`src/rtl/btn_debounce_pulse.sv`:
```
// Push-button conditioning: two-flop synchroniser, per-button stability
// counter, debounced level output and a one-hot press pulse. A change on the
// synchronised input is accepted only after DB_COUNT consecutive cycles that
// disagree with the current level. When several buttons are accepted as
// pressed on the same cycle, only the lowest-index one pulses. The others
// lose their pulse.
module btn_debounce_pulse #(
    parameter int unsigned NB_BTN   = 3,
    parameter int unsigned NB_CNT   = 20,
    parameter int unsigned DB_COUNT = 1000000
) (
    input  logic              clock,
    input  logic              i_reset,
    input  logic [NB_BTN-1:0] i_btn,
    output logic [NB_BTN-1:0] o_btn_level,
    output logic [NB_BTN-1:0] o_btn_pulse
);

    // Final counter value before an accept; the counter never goes past it.
    localparam logic [NB_CNT-1:0] CNT_LAST = NB_CNT'(DB_COUNT - 1);

    logic [NB_BTN-1:0] sync1_q;
    logic [NB_BTN-1:0] sync2_q;
    logic [NB_CNT-1:0] cnt_q [NB_BTN];
    logic [NB_CNT-1:0] cnt_d [NB_BTN];
    logic [NB_BTN-1:0] level_q;
    logic [NB_BTN-1:0] level_d;
    logic [NB_BTN-1:0] pulse_q;
    logic [NB_BTN-1:0] pulse_d;
    logic [NB_BTN-1:0] accept;
    logic [NB_BTN-1:0] rise;

    // Bring the raw asynchronous buttons into the clock domain.
    always_ff @(posedge clock) begin
        if (i_reset) begin
            sync1_q <= '0;
            sync2_q <= '0;
        end else begin
            sync1_q <= i_btn;
            sync2_q <= sync1_q;
        end
    end

    // Count consecutive disagreements between the synchronised input and the level.
    // Accept the change once the count reaches its final value.
    always_comb begin
        level_d = level_q;
        accept  = '0;
        for (int i = 0; i < int'(NB_BTN); i++) begin
            cnt_d[i] = '0;
            if (sync2_q[i] != level_q[i]) begin
                if (cnt_q[i] == CNT_LAST) begin
                    accept[i]  = 1'b1;
                    level_d[i] = sync2_q[i];
                end else begin
                    cnt_d[i] = cnt_q[i] + NB_CNT'(1);
                end
            end
        end
    end

    // Only 0->1 accepts are presses.
    // Isolate the lowest set bit so the pulse is one-hot or zero.
    assign rise    = accept & sync2_q;
    assign pulse_d = rise & (~rise + NB_BTN'(1));

    // Register counters, level and pulse; reset discards any count in progress.
    always_ff @(posedge clock) begin
        if (i_reset) begin
            for (int i = 0; i < int'(NB_BTN); i++) begin
                cnt_q[i] <= '0;
            end
            level_q <= '0;
            pulse_q <= '0;
        end else begin
            for (int i = 0; i < int'(NB_BTN); i++) begin
                cnt_q[i] <= cnt_d[i];
            end
            level_q <= level_d;
            pulse_q <= pulse_d;
        end
    end

    assign o_btn_level = level_q;
    assign o_btn_pulse = pulse_q;

endmodule

```
`config.mk`:
```
export PLATFORM = sky130hd
export DESIGN_NAME = btn_debounce_pulse
export DESIGN_NICKNAME = d
export VERILOG_FILES = /design/src/rtl/btn_debounce_pulse.sv
export SDC_FILE = /design/constraint.sdc
export NUM_CORES = 1
export LEC_CHECK = 0
export BUFFER_PORTS_ARGS = -buffer_cell sky130_fd_sc_hd__buf_4
export CAP_MARGIN = 25
export CORE_MARGIN = 5
export CORE_UTILIZATION = 64
export CTS_BUF_LIST = sky130_fd_sc_hd__clkbuf_8
export DETAILED_ROUTE_END_ITERATION = 7
export HOLD_SLACK_MARGIN = 0.03
export PLACE_DENSITY = 0.94
export SLEW_MARGIN = 20
export SYNTH_ARGS = -nofsm -noshare
export SYNTH_HDL_FRONTEND = slang
export SYNTH_SLANG_ARGS = --single-unit
```
`constraint.sdc`:
```
create_clock -name clock -period 2.9 [get_ports clock]
set_input_delay 0.58 -clock clock [delete_from_list [all_inputs] [get_ports clock]]
set_output_delay 0.58 -clock clock [all_outputs]
set_load 0.03 [all_outputs]
```
; ---- After elaboration in Yosys (flattened, before gate mapping)
; Memories as Yosys holds them, arrays and structs flattened.
; Cells that the tools add are included.
; Widths: inputs -> output; s select.
[word_totals]
regBits = 12
ram_bits = 60
inputBits = 5
output_inout_bits = 6
elab_cells = 44
mem_count = 1
[op_classes]
add_sub_neg = 4
eq_ne = 6
muxes = 18
bitwise = 6
n_reduce_logical = 3
[memory_table]
columns = memory, depth, width, rd, rd_ports_with_merged_regs, wr, line_no
row1 = cnt_q, 3, 20, 3, 0, 3, 24  ; logic [NB_CNT-1:0] cnt_q [NB_BTN];
[op_table]
columns = op, n
row1 = $mux 20, 9
row2 = $add 20x1->20 const B, 3
row3 = $eq 20x20->1 const B, 3
row4 = $mux 1, 9
row5 = $and 3x3->3, 2
row6 = $reduce_and 2->1, 3
row7 = $add 3x1->3 const B, 1
row8 = $ne 1x1->1, 3
row9 = $not 3->3, 1
row10 = $or 1x1->1, 3

; ---- Longest topological paths before layout
[depth]
ltp_word = 7
ltp_mapped = 6
ltp_nobuf = 5

; ---- Worst setup path before layout
; Ideal clock, no wire load.
[synth_path]
kind = reg2reg
startpoint = mem cnt_q[1][0], in the netlist cnt_q[0][20]
endpoint = mem cnt_q[1][18], in the netlist cnt_q[0][38]
setup_time_ns = 0.070
arrival_ns = 1.818
slack_ns = 1.012
stages_incl_launch_ff = 7
n_path_buf = 1
cell_sequence = dfxtp_1 -> ha_1 -> nand3_1 -> or4_1 -> clkbuf_1 -> or4_1 -> a21oi_1
[synth_rtl]
columns = element, line_no
row1 = "start, declared", 24

==> results.cfg <==
[worst_setup_path]
worstSetupPathType = reg -> reg
worstPathCellList = or4_1 > nor4_2 > a311o_1 > buf_4 > a21oi_1
critPathCaptureType = register
worst-endpoint-arrival_ns = 2.37
max_stage_delay_ns = 0.54
critPathLaunch = cnt_q[0][26]$_SDFF_PP0_
largest_fanout_on_the_critical_path = 13
worstRegToRegCells = 5
slowest_stage = or4_1
critical_path.startpoint_type = register
crit_required_ns = 3.12
crit_end = cnt_q[0][33]$_SDFF_PP0_
reg2reg_from = cnt_q[0][26]$_SDFF_PP0_
regToRegEndpoint = cnt_q[0][33]$_SDFF_PP0_
rrSetupSlack_ns = 0.76

[synthesis]
synth.top_cells.by_area = dfxtp_1, xor2_1, nor2_1, xnor2_1, a21oi_1
yosys_register_bits = 72
synth.avg_cell_area_um2 = 8.68
post_synth_inst_count = 365
syn-cell-area_mm2 = 0.00317
total_nets_after_synthesis = 373
post-synth-top-area-fraction_pct = 45.5
synth_top_cell_by_area = dfxtp_1
yosys_warnings = 0
synth.yosys.seq_area_share_pct = 45.5
number_of_distinct_library_cells_after_synthesis = 38

[finish]
postLayoutCoreUtil_pct = 72.6
num_antenna_cells = 0
final_layout_size_suffix_gt1_share_pct = 9.84
areaGrowthSynthToFinish_pct = 8.88
num-fill-cells = 337
final_nets = 380

[sta]
setup_slack_ns = 0.757
rsz0062_at_grt = no
finalCritPeriodShare_pct = 73.9
final_max_slew_viol_count = 0
max_slew.worst_pin.slew_ns = 0.463
setup_viol = 0
finalCriticalPeriod_ns = 2.14
report.final.hold_viol_count = 0
fmaxAchievable_ghz = 0.467
max-slew-margin-rel_pct = 68.8
final.setup_skew_ns = 0.00959
setup_tns_ns = 0

[floorplan]
floorplan.die_area_mm2 = 0.00646
die_w_um = 80.4
core_region_area_mm2 = 0.00475
floorplan.io_pins = 11
fp.dieH_um = 80.4
floorplan.rows = 25
initial_utilization_pct = 66.7

[grt]
grt_first_pass_wirelength_um = 10700
antenna_found_initial = 0
global_routing_usage_summed_across_all_routing_layers_pct = 21.3
via_count_of_the_first_global_routing_pass = 2453
globalRouteOverflowTotal = 0
maximum_number_of_pins_on_one_net_before_global_route_repair = 21

[drt]
vias_per_cell = 5.81
via_count = 2572
wire_per_inst_um = 13.7
drc_errors = 0
first_pass_iters = 4
postRouteWirelength_um = 6070
ant_nets = 0
detailedRoute.firstIterationViolations = 217

[place]
gp_congestion = 0.828
port_buffers = 10
place_ws_ns = 0.757
dp.final_hpwl_um = 4200

[clocking]
cts_tree = yes
cts_setup_buffers = 0
post_cts_hold_buffer_count = 0
htreeDepth = 3
clkLatencyLatePin_ns = 0.34
tritoncts.num_buffers = 9
cts.path.max_buffers = 2
cts_sinks = 72
cts.clk_slew.worst_paths_ns = 0.07
postCtsResizedCells = 0
clock-root-buffer = clkbuf_8

[pwr]
vdd.ir_drop.worst_mv = 0.322
power.leakage_nw = 1.08
power_density_mw_per_mm2 = 497

[outcome]
status = finished, final reports clean

[job]
max_cap_violations = 0

[hold_path]
hold_path_class = reg -> reg
whs_path_depth = 1
## per-stage QoR
step	power (mW)	hold slack, ns	instance area, um^2	std cells
floorplan	1.03	0.414	3170	365
global placement	1.04	0.428	3280	428
detailed placement	1.04	0.432	3280	428
CTS	1.73	0.442	3450	443
global route	1.77	0.446	3450	443
finish	1.71	0.444	3450	443
## per-layer routing
layer / wire [um] / global-route usage, %
met1: 2720 / 25.6
met2: 3030 / 35.7
met3: 206 / 3.92
met4: 109 / 11.3
met5: 0 / 0
## critical path, delay by kind of cell (launching register included)
kind                   cells  cell delay (ns)
AOI/OAI and AO/OA          2             0.47
and+or+nand+nor            2             0.94
DFF                        1             0.35
buffers and inverters      1             0.26
## flip-flops by register name (all words and copies together) (netlist names)
signal and count:
o_btn_level 3, o_btn_pulse 3, sync1_q 3, sync2_q 3, cnt_q 60
## cell usage after synthesis
cell type  number
a21oi_1        24
and4_1          4
dfxtp_1        72
nand3_1        23
or4b_1          2
nor4_2          1
xnor2_1        14
clkbuf_1        9
nor2b_1         6
and2_1          6
or3_1          11
or3_2           3
nor3_1          4
a311o_1         1
and3_2          1
xor2_1         22
and3_1          7
nand2_1        22
buf_2           7
buf_1           1
a31o_2          1
inv_1          13
or2_2           2
o21ai_0        14
o2111a_1        1
nor3b_1         2
o31a_1          1
nand4_1        12
nor2_1         42
nand2b_1        2
nor4b_1         4
o31ai_1         9
nor4_1          3
nand4_2         1
o211ai_1        1
ha_1            3
or4b_2          1
or4_1          13
## worst min path at each step
stage	startpoint	end	slack (ns)
floorplan	sync1_q[0]$_SDFF_PP0_	sync2_q[0]$_SDFF_PP0_	0.41
global placement	sync1_q[0]$_SDFF_PP0_	sync2_q[0]$_SDFF_PP0_	0.43
detailed placement	sync1_q[1]$_SDFF_PP0_	sync2_q[1]$_SDFF_PP0_	0.43
CTS	i_btn[1]	sync1_q[1]$_SDFF_PP0_	0.44
global route	i_btn[1]	sync1_q[1]$_SDFF_PP0_	0.45
finish	sync1_q[1]$_SDFF_PP0_	sync2_q[1]$_SDFF_PP0_	0.44
## cell type report
cell class,instances,area (um^2),area share (%)
Multi-Input combinational cell,263,1610,46.6
Tap cell,67,83.8,2.43
Clock buffer,11,151,4.39
Inverter,13,48.8,1.41
Sequential cell,72,1440,41.8
Timing Repair Buffer,13,97.6,2.83
Clock inverter,4,21.3,0.616
## logic make-up (layout without fill, tap and decap cells)
logic type / after synthesis / count (layout) / share of synthesized area (%)
fa+ha+maj: 3 / 3 / 1.18
compound gates: 52 / 52 / 9.59
flops: 72 / 72 / 45.5
buf+inv: 30 / 41 / 3.83
simple gates: 172 / 172 / 30.0
xor+xnor: 36 / 36 / 9.95
## cells in the final DEF, fill, tap and decap left out, types with 13 or more instances in the layout
cell,count
xor2_1,22
o21ai_0,13
nor2_1,42
nand2_1,22
nand3_1,23
dfxtp_1,72
xnor2_1,14
a21oi_1,24
inv_1,14
or4_1,13
buf_4,13
## power by group
group / total, mW / switching [mW] / leakage [nW] / internal (mW)
registers: 0.997 / 0.00339 / 0.581 / 0.993
clock network: 0.694 / 0.348 / 0.0924 / 0.346
logic: 0.0236 / 0.0135 / 0.411 / 0.0102
total: 1.71 / 0.365 / 1.08 / 1.35
No activity file was read; power rests on OpenSTA's default activity.
